**config.mk**
```make
export PLATFORM = sky130hd
export DESIGN_NAME = dmem_responder_flat
export DESIGN_NICKNAME = d
export VERILOG_FILES = /design/src/rtl/dmem_responder_pkg.sv /design/src/rtl/dmem_responder_if.sv /design/src/rtl/dmem_responder_lane_align.sv /design/src/rtl/dmem_responder.sv /design/src/flat_wrapper.sv
export SDC_FILE = /design/constraint.sdc
export NUM_CORES = 2
export LEC_CHECK = 0
export BUFFER_PORTS_ARGS = -buffer_cell sky130_fd_sc_hd__buf_2
export CAP_MARGIN = 25
export CORE_MARGIN = 5
export CORE_UTILIZATION = 45
export CTS_CLUSTER_SIZE = 28
export DETAILED_ROUTE_END_ITERATION = 16
export PLACE_DENSITY = 0.56
export RECOVER_POWER = 100
export SYNTH_ARGS = -nofsm -noshare
export SYNTH_HDL_FRONTEND = slang
export SYNTH_SLANG_ARGS = --single-unit
```
**constraint.sdc**
```tcl
create_clock -name clk -period 4.8 [get_ports clk]
set_input_delay 0.96 -clock clk [delete_from_list [all_inputs] [get_ports clk]]
set_output_delay 0.96 -clock clk [all_outputs]
set_load 0.01 [all_outputs]
```
**src/rtl/dmem_responder_pkg.sv**
```systemverilog
`default_nettype none
// ============================================================================
// Module : dmem_responder_pkg
// Brief  : Access-type codes, FSM state enum and alignment helpers for the
//          multi-cycle data-memory responder.
// Rev    : 1.0
// ============================================================================
package dmem_responder_pkg;

  localparam logic [2:0] DMT_WORD  = 3'b000;
  localparam logic [2:0] DMT_HALF  = 3'b001;
  localparam logic [2:0] DMT_HALFU = 3'b010;
  localparam logic [2:0] DMT_BYTE  = 3'b011;
  localparam logic [2:0] DMT_BYTEU = 3'b100;

  typedef enum logic [1:0] {
    S_IDLE = 2'd0,
    S_WAIT = 2'd1,
    S_RESP = 2'd2
  } state_t;

  typedef enum logic [1:0] {
    SZ_BYTE = 2'd0,
    SZ_HALF = 2'd1,
    SZ_WORD = 2'd2
  } size_t;

  // Codes 101..111 fall through to word accesses.
  function automatic size_t f_size(input logic [2:0] dmtype);
    case (dmtype)
      DMT_HALF, DMT_HALFU: f_size = SZ_HALF;
      DMT_BYTE, DMT_BYTEU: f_size = SZ_BYTE;
      default:             f_size = SZ_WORD;
    endcase
  endfunction

  function automatic logic f_misaligned(input logic [1:0] addr_lo, input logic [2:0] dmtype);
    case (f_size(dmtype))
      SZ_HALF: f_misaligned = addr_lo[0];
      SZ_WORD: f_misaligned = (addr_lo != 2'b00);
      default: f_misaligned = 1'b0;
    endcase
  endfunction

endpackage
`default_nettype wire

```
**src/rtl/dmem_responder_if.sv**
```systemverilog
`default_nettype none
// ============================================================================
// Module : dmem_responder_if
// Brief  : CPU data-memory request/response bundle.
// Rev    : 1.0
// ============================================================================
interface dmem_responder_if;
  logic        req;
  logic        we;
  logic [31:0] addr;
  logic [31:0] din;
  logic [2:0]  dmtype;
  logic        ready;
  logic [31:0] dout;
  logic        err;
  logic        busy;

  modport master (
    output req, we, addr, din, dmtype,
    input  ready, dout, err, busy
  );

  modport slave (
    input  req, we, addr, din, dmtype,
    output ready, dout, err, busy
  );
endinterface
`default_nettype wire

```
**src/rtl/dmem_responder_lane_align.sv**
```systemverilog
`default_nettype none
// ============================================================================
// Module : dmem_lane_align
// Brief  : Byte-lane steering for sub-word stores and extraction/extension
//          for sub-word loads.
// Rev    : 1.0
// ============================================================================
module dmem_lane_align
  import dmem_responder_pkg::*;
(
  input  logic [1:0]  i_addr_lo,
  input  logic [2:0]  i_dmtype,
  input  logic [31:0] i_din,
  input  logic [31:0] i_rd_word,
  output logic [3:0]  o_byte_en,
  output logic [31:0] o_wr_word,
  output logic [31:0] o_ld_data,
  output logic        o_misaligned
);

  logic [7:0]  w_byte;
  logic [15:0] w_half;

  assign w_byte       = i_rd_word[{i_addr_lo, 3'b000} +: 8];
  assign w_half       = i_rd_word[{i_addr_lo[1], 4'b0000} +: 16];
  assign o_misaligned = f_misaligned(i_addr_lo, i_dmtype);

  always_comb begin
    o_byte_en = 4'b1111;
    o_wr_word = i_din;
    o_ld_data = i_rd_word;
    case (f_size(i_dmtype))
      SZ_BYTE: begin
        o_byte_en = 4'b0001 << i_addr_lo;
        o_wr_word = {4{i_din[7:0]}};
        o_ld_data = (i_dmtype == DMT_BYTE) ? {{24{w_byte[7]}}, w_byte} : {24'b0, w_byte};
      end
      SZ_HALF: begin
        o_byte_en = i_addr_lo[1] ? 4'b1100 : 4'b0011;
        o_wr_word = {2{i_din[15:0]}};
        o_ld_data = (i_dmtype == DMT_HALF) ? {{16{w_half[15]}}, w_half} : {16'b0, w_half};
      end
      default: begin
        o_byte_en = 4'b1111;
        o_wr_word = i_din;
        o_ld_data = i_rd_word;
      end
    endcase
  end

endmodule
`default_nettype wire

```
**src/rtl/dmem_responder.sv**
```systemverilog
`default_nettype none
// ============================================================================
// Module : dmem_responder
// Brief  : Data-memory responder with programmable wait states, byte-enabled
//          word array and sub-word load/store.
// Rev    : 1.0
// ============================================================================
module dmem_responder
  import dmem_responder_pkg::*;
#(
  parameter int DEPTH_WORDS = 128,
  parameter int LATENCY     = 2,
  parameter int IDX_W       = 7
) (
  input  logic             clk,
  input  logic             reset,
  dmem_responder_if.slave  bus
);

  localparam logic [3:0] c_lat = 4'(LATENCY);

  state_t            r_state, w_state_nxt;
  logic [3:0]        r_cnt, w_cnt_nxt;
  logic              w_accept, w_commit;

  logic              r_we;
  logic [IDX_W+1:0]  r_addr;
  logic [31:0]       r_din;
  logic [2:0]        r_dmtype;

  logic              r_ready, r_err;
  logic [31:0]       r_dout;

  logic [IDX_W-1:0]  w_idx;
  logic [31:0]       w_rd_word, w_wr_word, w_ld_data;
  logic [3:0]        w_byte_en;
  logic              w_mis, w_wr_en;
  logic              w_unused_addr;

  assign w_unused_addr = ^bus.addr[31:IDX_W+2];
  assign w_idx         = r_addr[IDX_W+1:2];

  always_comb begin
    w_state_nxt = r_state;
    w_cnt_nxt   = r_cnt;
    w_accept    = 1'b0;
    w_commit    = 1'b0;
    case (r_state)
      S_IDLE: if (bus.req) begin
        w_state_nxt = S_WAIT;
        w_cnt_nxt   = c_lat;
        w_accept    = 1'b1;
      end
      S_WAIT: if (r_cnt == 4'd0) begin
        w_state_nxt = S_RESP;
        w_commit    = 1'b1;
      end else begin
        w_cnt_nxt = r_cnt - 4'd1;
      end
      S_RESP:  w_state_nxt = S_IDLE;
      default: w_state_nxt = S_IDLE;
    endcase
  end

  always_ff @(posedge clk) begin
    if (reset) begin
      r_state <= S_IDLE;
      r_cnt   <= 4'd0;
      r_ready <= 1'b0;
      r_err   <= 1'b0;
      r_dout  <= 32'd0;
    end else begin
      r_state <= w_state_nxt;
      r_cnt   <= w_cnt_nxt;
      r_ready <= w_commit;
      r_err   <= w_commit & w_mis;
      r_dout  <= (w_commit && !w_mis && !r_we) ? w_ld_data : 32'd0;
    end
  end

  always_ff @(posedge clk) begin
    if (w_accept) begin
      r_we     <= bus.we;
      r_addr   <= bus.addr[IDX_W+1:0];
      r_din    <= bus.din;
      r_dmtype <= bus.dmtype;
    end
  end

  dmem_lane_align u_align (
    .i_addr_lo    (r_addr[1:0]),
    .i_dmtype     (r_dmtype),
    .i_din        (r_din),
    .i_rd_word    (w_rd_word),
    .o_byte_en    (w_byte_en),
    .o_wr_word    (w_wr_word),
    .o_ld_data    (w_ld_data),
    .o_misaligned (w_mis)
  );

  // A reset landing on the commit edge still suppresses the write.
  assign w_wr_en = w_commit & r_we & ~w_mis & ~reset;

  // One byte array per lane so each lane has a single writer.
  for (genvar gi = 0; gi < 4; gi++) begin : g_lane
    logic [7:0] r_mem [DEPTH_WORDS];

    always_ff @(posedge clk) begin
      if (w_wr_en && w_byte_en[gi]) begin
        r_mem[w_idx] <= w_wr_word[8*gi +: 8];
      end
    end

    assign w_rd_word[8*gi +: 8] = r_mem[w_idx];
  end

  assign bus.ready = r_ready;
  assign bus.err   = r_err;
  assign bus.dout  = r_dout;
  assign bus.busy  = (r_state != S_IDLE);

endmodule
`default_nettype wire

```
**src/flat_wrapper.sv**
```systemverilog
// flat-port wrapper written by rule: the top's interface ports become plain ports
module dmem_responder_flat import dmem_responder_pkg::*;
#(
  parameter int DEPTH_WORDS = 128,
  parameter int LATENCY     = 2,
  parameter int IDX_W       = 7
)
  (clk, reset, bus_req, bus_we, bus_addr, bus_din, bus_dmtype, bus_ready, bus_dout, bus_err, bus_busy);
  dmem_responder_if bus_i ();
  input  logic clk;
  input  logic reset;
  input wire logic [$bits(bus_i.req)-1:0] bus_req;
  input wire logic [$bits(bus_i.we)-1:0] bus_we;
  input wire logic [$bits(bus_i.addr)-1:0] bus_addr;
  input wire logic [$bits(bus_i.din)-1:0] bus_din;
  input wire logic [$bits(bus_i.dmtype)-1:0] bus_dmtype;
  output wire logic [$bits(bus_i.ready)-1:0] bus_ready;
  output wire logic [$bits(bus_i.dout)-1:0] bus_dout;
  output wire logic [$bits(bus_i.err)-1:0] bus_err;
  output wire logic [$bits(bus_i.busy)-1:0] bus_busy;
  assign bus_i.req = bus_req;
  assign bus_i.we = bus_we;
  assign bus_i.addr = bus_addr;
  assign bus_i.din = bus_din;
  assign bus_i.dmtype = bus_dmtype;
  assign bus_ready = bus_i.ready;
  assign bus_dout = bus_i.dout;
  assign bus_err = bus_i.err;
  assign bus_busy = bus_i.busy;
  dmem_responder #(.DEPTH_WORDS(DEPTH_WORDS), .LATENCY(LATENCY), .IDX_W(IDX_W)) u_core (.clk(clk), .reset(reset), .bus(bus_i));
endmodule
```
==> Word level (Yosys, flattened, before mapping) <==
Memories as Yosys holds them, arrays and structs flattened. A register that Yosys moved wholly into a read port is not among the register bits.
Index checks and enable logic that the tools add are counted.
{ "classes": {"n_bitwise": 7, "n_reduce_logical": 19, "mux": 30, "add_sub_neg": 1, "eq_ne": 10, "n_shift": 3} }
{ "ops": {"columns": ["op", "n"], "rows": [
  ["$pmux 32 s2", 2],
  ["$mux 32", 2],
  ["$shiftx 32x6->16", 1],
  ["$shiftx 32x6->8", 1],
  ["$mux 7", 4],
  ["$pmux 4 s2", 2],
  ["$mux 1", 12],
  ["$mux 4", 3],
  ["$pmux 2 s2", 2],
  ["$eq 3x2->1 const B", 2],
  ["$logic_and 1x1->1", 6],
  ["$reduce_bool 2->1", 3],
  ["$reduce_or 2->1", 3],
  ["$and 1x1->1", 4],
  ["$eq 2x1->1 const B", 2],
  ["$logic_not 2->1", 2],
  ["$logic_not 4->1", 1],
  ["$mux 2", 2],
  ["$ne 2x2->1 const B", 2],
  ["$shl 1x2->4 const A", 1],
  ["$sub 4x1->4 const B", 1],
  ["$eq 3x1->1 const B", 1],
  ["$eq 3x3->1 const B", 1],
  ["$not 1->1", 3],
  ["other kinds (6)", 7]
]} }
{ "word_totals": {"in_bits": 71, "mem_bits_rw": 4096, "out_inout_bits": 35, "ff_bits": 85, "memories": 4} }
{ "memory_table": {"columns": ["memory", "depth", "width", "rd", "rd_clocked_by_memory_dff", "wr", "line_no", "text"], "rows": [
  ["u_core.g_lane[0].r_mem", 128, 8, 1, 1, 1, "dmem_responder.sv:106", "logic [7:0] r_mem [DEPTH_WORDS];"],
  ["u_core.g_lane[1].r_mem", 128, 8, 1, 1, 1, "dmem_responder.sv:106", null],
  ["u_core.g_lane[2].r_mem", 128, 8, 1, 1, 1, "dmem_responder.sv:106", null],
  ["u_core.g_lane[3].r_mem", 128, 8, 1, 1, 1, "dmem_responder.sv:106", null]
]} }

==> Logic depth before layout (Yosys ltp) <==
{ "depth": {"ltp_word": 11, "depth_mapped": 17, "ltp_nobuf": 8} }

==> By module <==
Synthesis repeated with hierarchy kept, for this count alone.
{ "hier_totals": {"hier_cells": 6936, "area_unflattened_um2": 162196.8} }
{ "by_module_without_submodules": {"columns": ["module", "cells_each", "seq_area_each_um2", "area_per_inst_um2", "instances"], "rows": [
  ["dmem_responder", 6684, 125290.2, 160475.2, 1],
  ["dmem_lane_align", 252, 0.0, 1721.7, 1]
]} }

==> Worst setup path before layout <==
OpenSTA, ideal clock, no wires.
{ "synth_timing": {"kind": "register -> register", "start": "register u_core.r_din[7]", "end": "memory u_core.g_lane[3].r_mem[0][7] (data pin)", "stages_incl_launch_ff": 3, "slack_ns": 0.601, "arrival_time_ns": 3.688, "n_path_buf": 0, "synth_period_minus_slack_ns": 4.199, "setup_time_ns": 0.511, "cell_sequence": "edfxtp_1 a22oi_1 nand2_1"} }
{ "synth_via": {"elab_chain_cells": 1} }
{ "synth_lines": {"columns": ["item", "line_no", "text"], "rows": [
  ["start: declaration", "dmem_responder.sv:28", "logic [31:0] r_din;"],
  ["start signal: assignment", "dmem_responder.sv:85", "r_din <= bus.din;"],
  ["$pmux 32 s2", "dmem_responder_lane_align.sv:32", "case (f_size(i_dmtype))"],
  ["via u_core.u_align.o_wr_word[31]", "dmem_responder_lane_align.sv:16", "output logic [31:0] o_wr_word,"],
  ["end: declaration", "dmem_responder.sv:106", null]
]} }
The timed path passes the listed nets, and every way through them passes these cells.

==> Final worst setup path <==
{ "layout_timing": {"start": "register u_core.r_cnt[0]", "end": "memory u_core.g_lane[0].r_mem[17][3] (enable)"} }
{ "layout_via": {"elab_chain_cells": 9} }
{ "layout_lines": {"columns": ["item", "line_no", "text"], "rows": [
  ["start: declaration", "dmem_responder.sv:23", "logic [3:0] r_cnt, w_cnt_nxt;"],
  ["start signal: assignment", "dmem_responder.sv:74", "r_cnt <= w_cnt_nxt;"],
  ["$logic_not 4->1", "dmem_responder.sv:54", "S_WAIT: if (r_cnt == 4'd0) begin"],
  ["$mux 1", "dmem_responder.sv:54", null],
  ["$mux 1", "dmem_responder.sv:48", "case (r_state)"],
  ["$and 1x1->1 (3 in a row)", "dmem_responder.sv:102", "assign w_wr_en = w_commit & r_we & ~w_mis & ~reset;"],
  ["$logic_and 1x1->1", "dmem_responder.sv:109", "if (w_wr_en && w_byte_en[gi]) begin"],
  ["$mux 1", "dmem_responder.sv:109", null],
  ["$mux 1 (not written as such)", "dmem_responder.sv:110", "r_mem[w_idx] <= w_wr_word[8*gi +: 8];"],
  ["end: declaration", "dmem_responder.sv:106", null]
]} }
No other way between the ends.

==> flow_metrics.py <==
metrics = {
    "cells_and_area": {
        "final_cells": 13590,
        "multi_input_area_um2": 35260,
        "drive_above_1_share_pct": 25.46,
        "nNetsFinal": 8449,
        "fillers": 28837,
        "syn_to_final_growth_pct": 14.06,
        "seqCellArea_um2": 125300,
    },
    "drt": {
        "wl_met3_mm": 50.60,
        "firstDrtPassIters": 9,
        "highest_layer": "met5",
        "vias_per_cell": 6.227,
        "antenna_left": 0,
        "drc": 0,
        "dr_wl_met2_mm": 232.5,
        "wl_mm": 511.0,
        "drt_iter0_drc": 11634,
        "vias": 84620,
        "wl_met1_mm": 197.2,
        "wl_per_cell_um": 37.60,
    },
    "run_status": {
        "status": "finished, violations left",
        "violations": "capacitance limit, slew limit",
    },
    "critical_path": {
        "cp.required_ns": 5.42,
        "crit_type": "flip-flop to flip-flop",
        "worstPathMaxFanout": 72,
        "startpoint_type": "flip-flop",
        "max_stage_delay_ns": 1.02,
        "cp_slowest_cell": "clkbuf_2",
        "cpMostUsedCell": "clkbuf_1",
        "cp_cell_sequence": "inv_1, ha_1, nand2_1, nor3_1, clkbuf_1, nand3_4, clkbuf_2, nor2_1, clkbuf_1",
        "crit_arrival_ns": 5.20,
        "endpoint_kind": "flip-flop",
    },
    "logic_synthesis": {
        "synthFlopType": "edfxtp_1",
        "ys_types": 79,
        "synth_nets": 7623,
        "async_flop_share_pct": 0,
        "synth.cell_area_um2": 163000,
        "ys_seq_area_share_pct": 76.85,
        "synth_warnings": 0,
        "synth_cells": 7551,
        "avgSynthCellArea_um2": 21.59,
        "synth_edf_count": 4141,
        "synth_seq_cells": 4188,
    },
    "die": {
        "num_rows": 221,
        "dieHeight_um": 611.9,
        "start_util_pct": 45.07,
        "die_area_um2": 374400,
        "fp.dieW_um": 611.9,
        "core-area_um2": 361700,
        "num_io_pins": 106,
    },
    "timing": {
        "layout_min_cycle_time_ns": 4.583,
        "post-route-period-util_pct": 95.47,
        "drv_slew": 2050,
        "slew_headroom_pct": -123.7,
        "tightest_slew_ns": 3.356,
        "finalHoldViolations": 0,
        "setup_tns_ns": 0,
        "max_freq_ghz": 0.2182,
        "clock-skew-final_ns": 0.08363,
        "setup_viol": 0,
        "rsz0062_at_grt": "no",
    },
    "clock_network": {
        "clock-sinks": 4188,
        "numCtsBuffers": 430,
        "clockBufferDepth": 4,
        "tritoncts": "done",
        "clk_pin_slew_ns": 0.06,
        "hold_buffers": 0,
        "cts_resized": 0,
        "clkLatencyLatePin_ns": 1.01,
        "cts_setup_buffers": 0,
        "cts.htree.levels": 5,
        "cts_root_buf": "clkbuf_16",
    },
    "global_routing": {
        "grt_usage_pct": 27.04,
        "grt-ovfl-total": 0,
        "antenna_found_initial": 51,
        "grt_max_degree": 129,
        "grt_pass1_vias": 82857,
        "grt_pass1_wl_mm": 695.7,
    },
    "placed_design": {
        "hpwl_mm": 343.1,
        "dp_cells": 12718,
        "gp_congestion": 0.9484,
        "io_buffers": 82,
    },
    "hold_path": {
        "hp-class": "input port to flip-flop",
    },
    "run": {
        "drv_cap": 29,
    },
    "pwr": {
        "vdd_drop_max_mv": 0.3342,
        "p_leak_nw": 58.01,
        "pwr_density_cell_nw_per_um2": 460.0,
    },
}
==> metal layers <==
layer,track usage (%),up-vias
met2,40.82,4657
met3,6.961,1010
met5,0.1162,-
met4,13.04,18
met1,36.99,45648
li1,-,33287
==> registers in the layout, summed over array words and instances, names as in the netlist, named ones only <==
name	count
u_core.g_lane.r_mem	4096
u_core.bus.dout	32
u_core.r_din	32
u_core.r_addr	9
u_core.r_cnt	4
u_core.r_dmtype	3
u_core.r_state	2
u_core.bus.err	1
u_core.bus.ready	1
u_core.r_we	1
==> cell usage in the layout (no fill, tap or decap), types with 13 or more instances in the layout <==
| cell | instances |
|---|---|
| clkinv_1 | 113 |
| mux4_2 | 1065 |
| clkbuf_1 | 435 |
| o22ai_1 | 16 |
| and3_1 | 16 |
| dfxtp_1 | 40 |
| buf_2 | 35 |
| clkinvlp_4 | 19 |
| a221oi_1 | 21 |
| nor2b_1 | 13 |
| nand2b_1 | 19 |
| a21oi_1 | 48 |
| nand3_1 | 79 |
| nand2_1 | 286 |
| clkinv_2 | 78 |
| clkbuf_16 | 433 |
| nor2_1 | 580 |
| mux2_2 | 22 |
| o21ai_0 | 21 |
| o211ai_1 | 21 |
| clkbuf_2 | 66 |
| edfxtp_1 | 4141 |
| buf_4 | 293 |
| mux2i_1 | 291 |
| a31oi_1 | 14 |
| a22o_1 | 21 |
| bufinv_16 | 34 |
| diode_2 | 61 |
| a22oi_1 | 159 |
| buf_12 | 67 |
| nor3_1 | 24 |
==> kinds of logic (layout without fill, tap and decap cells) <==
kind of cell / Yosys count / count (layout) / synth area share [%]
multiplexers: 1385 / 1385 / 16.70
AO/OA/AOI/OAI: 411 / 411 / 1.867
adder cells (fa/ha/maj): 1 / 1 / 0.007674
other: 0 / 61 / 0
XOR/XNOR: 4 / 4 / 0.02149
buffers and inverters: 441 / 1625 / 1.661
flip-flops: 4188 / 4188 / 76.85
AND/OR/NAND/NOR: 1121 / 1121 / 2.890
==> through the flow <==
| step | total power [mW] | util [%] | hold slack [ns] | cell area [um^2] | setup WS (ns) |
|---|---|---|---|---|---|
| finish | 85.54 | 51.41 | 0.1475 | 185900 | 0.2175 |
| global route | 87.93 | 51.38 | 0.1167 | 185800 | 0.1822 |
| CTS | 85.97 | 51.76 | 0.07440 | 187200 | 0.5355 |
| detailed placement | 53.73 | 47.99 | 0.4980 | 173600 | 0.5535 |
| global placement | 53.55 | 47.89 | 0.4826 | 173200 | 0.5620 |
| floorplan | 49.02 | - | 0.4495 | 163000 | 0.6013 |
==> critical path: cells and delay by family, from the launching register on <==
kind,cells,cell delay (ns)
AND/OR/NAND/NOR,4,1.07
flip-flops,1,0.34
adder cells (fa/ha/maj),1,0.19
buffers and inverters,4,2.51
==> power by group <==
part / total (mW) / switching, mW / internal (mW)
clock: 32.5 / 14.1 / 18.4
combinational: 11.1 / 7.18 / 3.87
sequential: 42.0 / 0.274 / 41.7
total: 85.5 / 21.6 / 64.0
==> final cells by class <==
class / count / share of cell area (%)
Antenna cell: 61 / 0.08209
Clock buffer: 519 / 6.001
Clock inverter: 271 / 1.323
Inverter: 11 / 0.02221
Multi-Input combinational cell: 2922 / 18.96
Sequential cell: 4188 / 67.39
Tap cell: 4794 / 3.226
Timing Repair Buffer: 824 / 2.992
==> synthesized netlist by cell type (47+ instances only) <==
| master | instances | area [um^2] |
|---|---|---|
| nand3_1 | 81 | 405.4 |
| mux2i_1 | 291 | 2913 |
| edfxtp_1 | 4141 | 124300 |
| nand2_1 | 293 | 1100 |
| a21oi_1 | 48 | 240.2 |
| a22oi_1 | 159 | 1194 |
| buf_2 | 127 | 635.6 |
| mux4_2 | 1065 | 23990 |
| buf_4 | 99 | 743.2 |
| dfxtp_1 | 47 | 940.9 |
| buf_6 | 56 | 630.6 |
| clkbuf_1 | 130 | 488.0 |
| nor2_1 | 591 | 2218 |
==> worst paths after layout <==
kind	slack (ns)	to	start	cells past startpoint
max reg2reg	0.22	u_core.g_lane[0].r_mem[17][3]$_DFFE_PP_	u_core.r_cnt[0]$_SDFFE_PP0P_	9
min	0.15	u_core.r_din[26]$_DFFE_PP_	bus_din[26]	1
min reg2reg	0.51	u_core.r_cnt[1]$_SDFFE_PP0P_	u_core.r_cnt[1]$_SDFFE_PP0P_	2
max	0.22	u_core.g_lane[0].r_mem[17][3]$_DFFE_PP_	u_core.r_cnt[0]$_SDFFE_PP0P_	9
(Power assumes the default switching activity.)
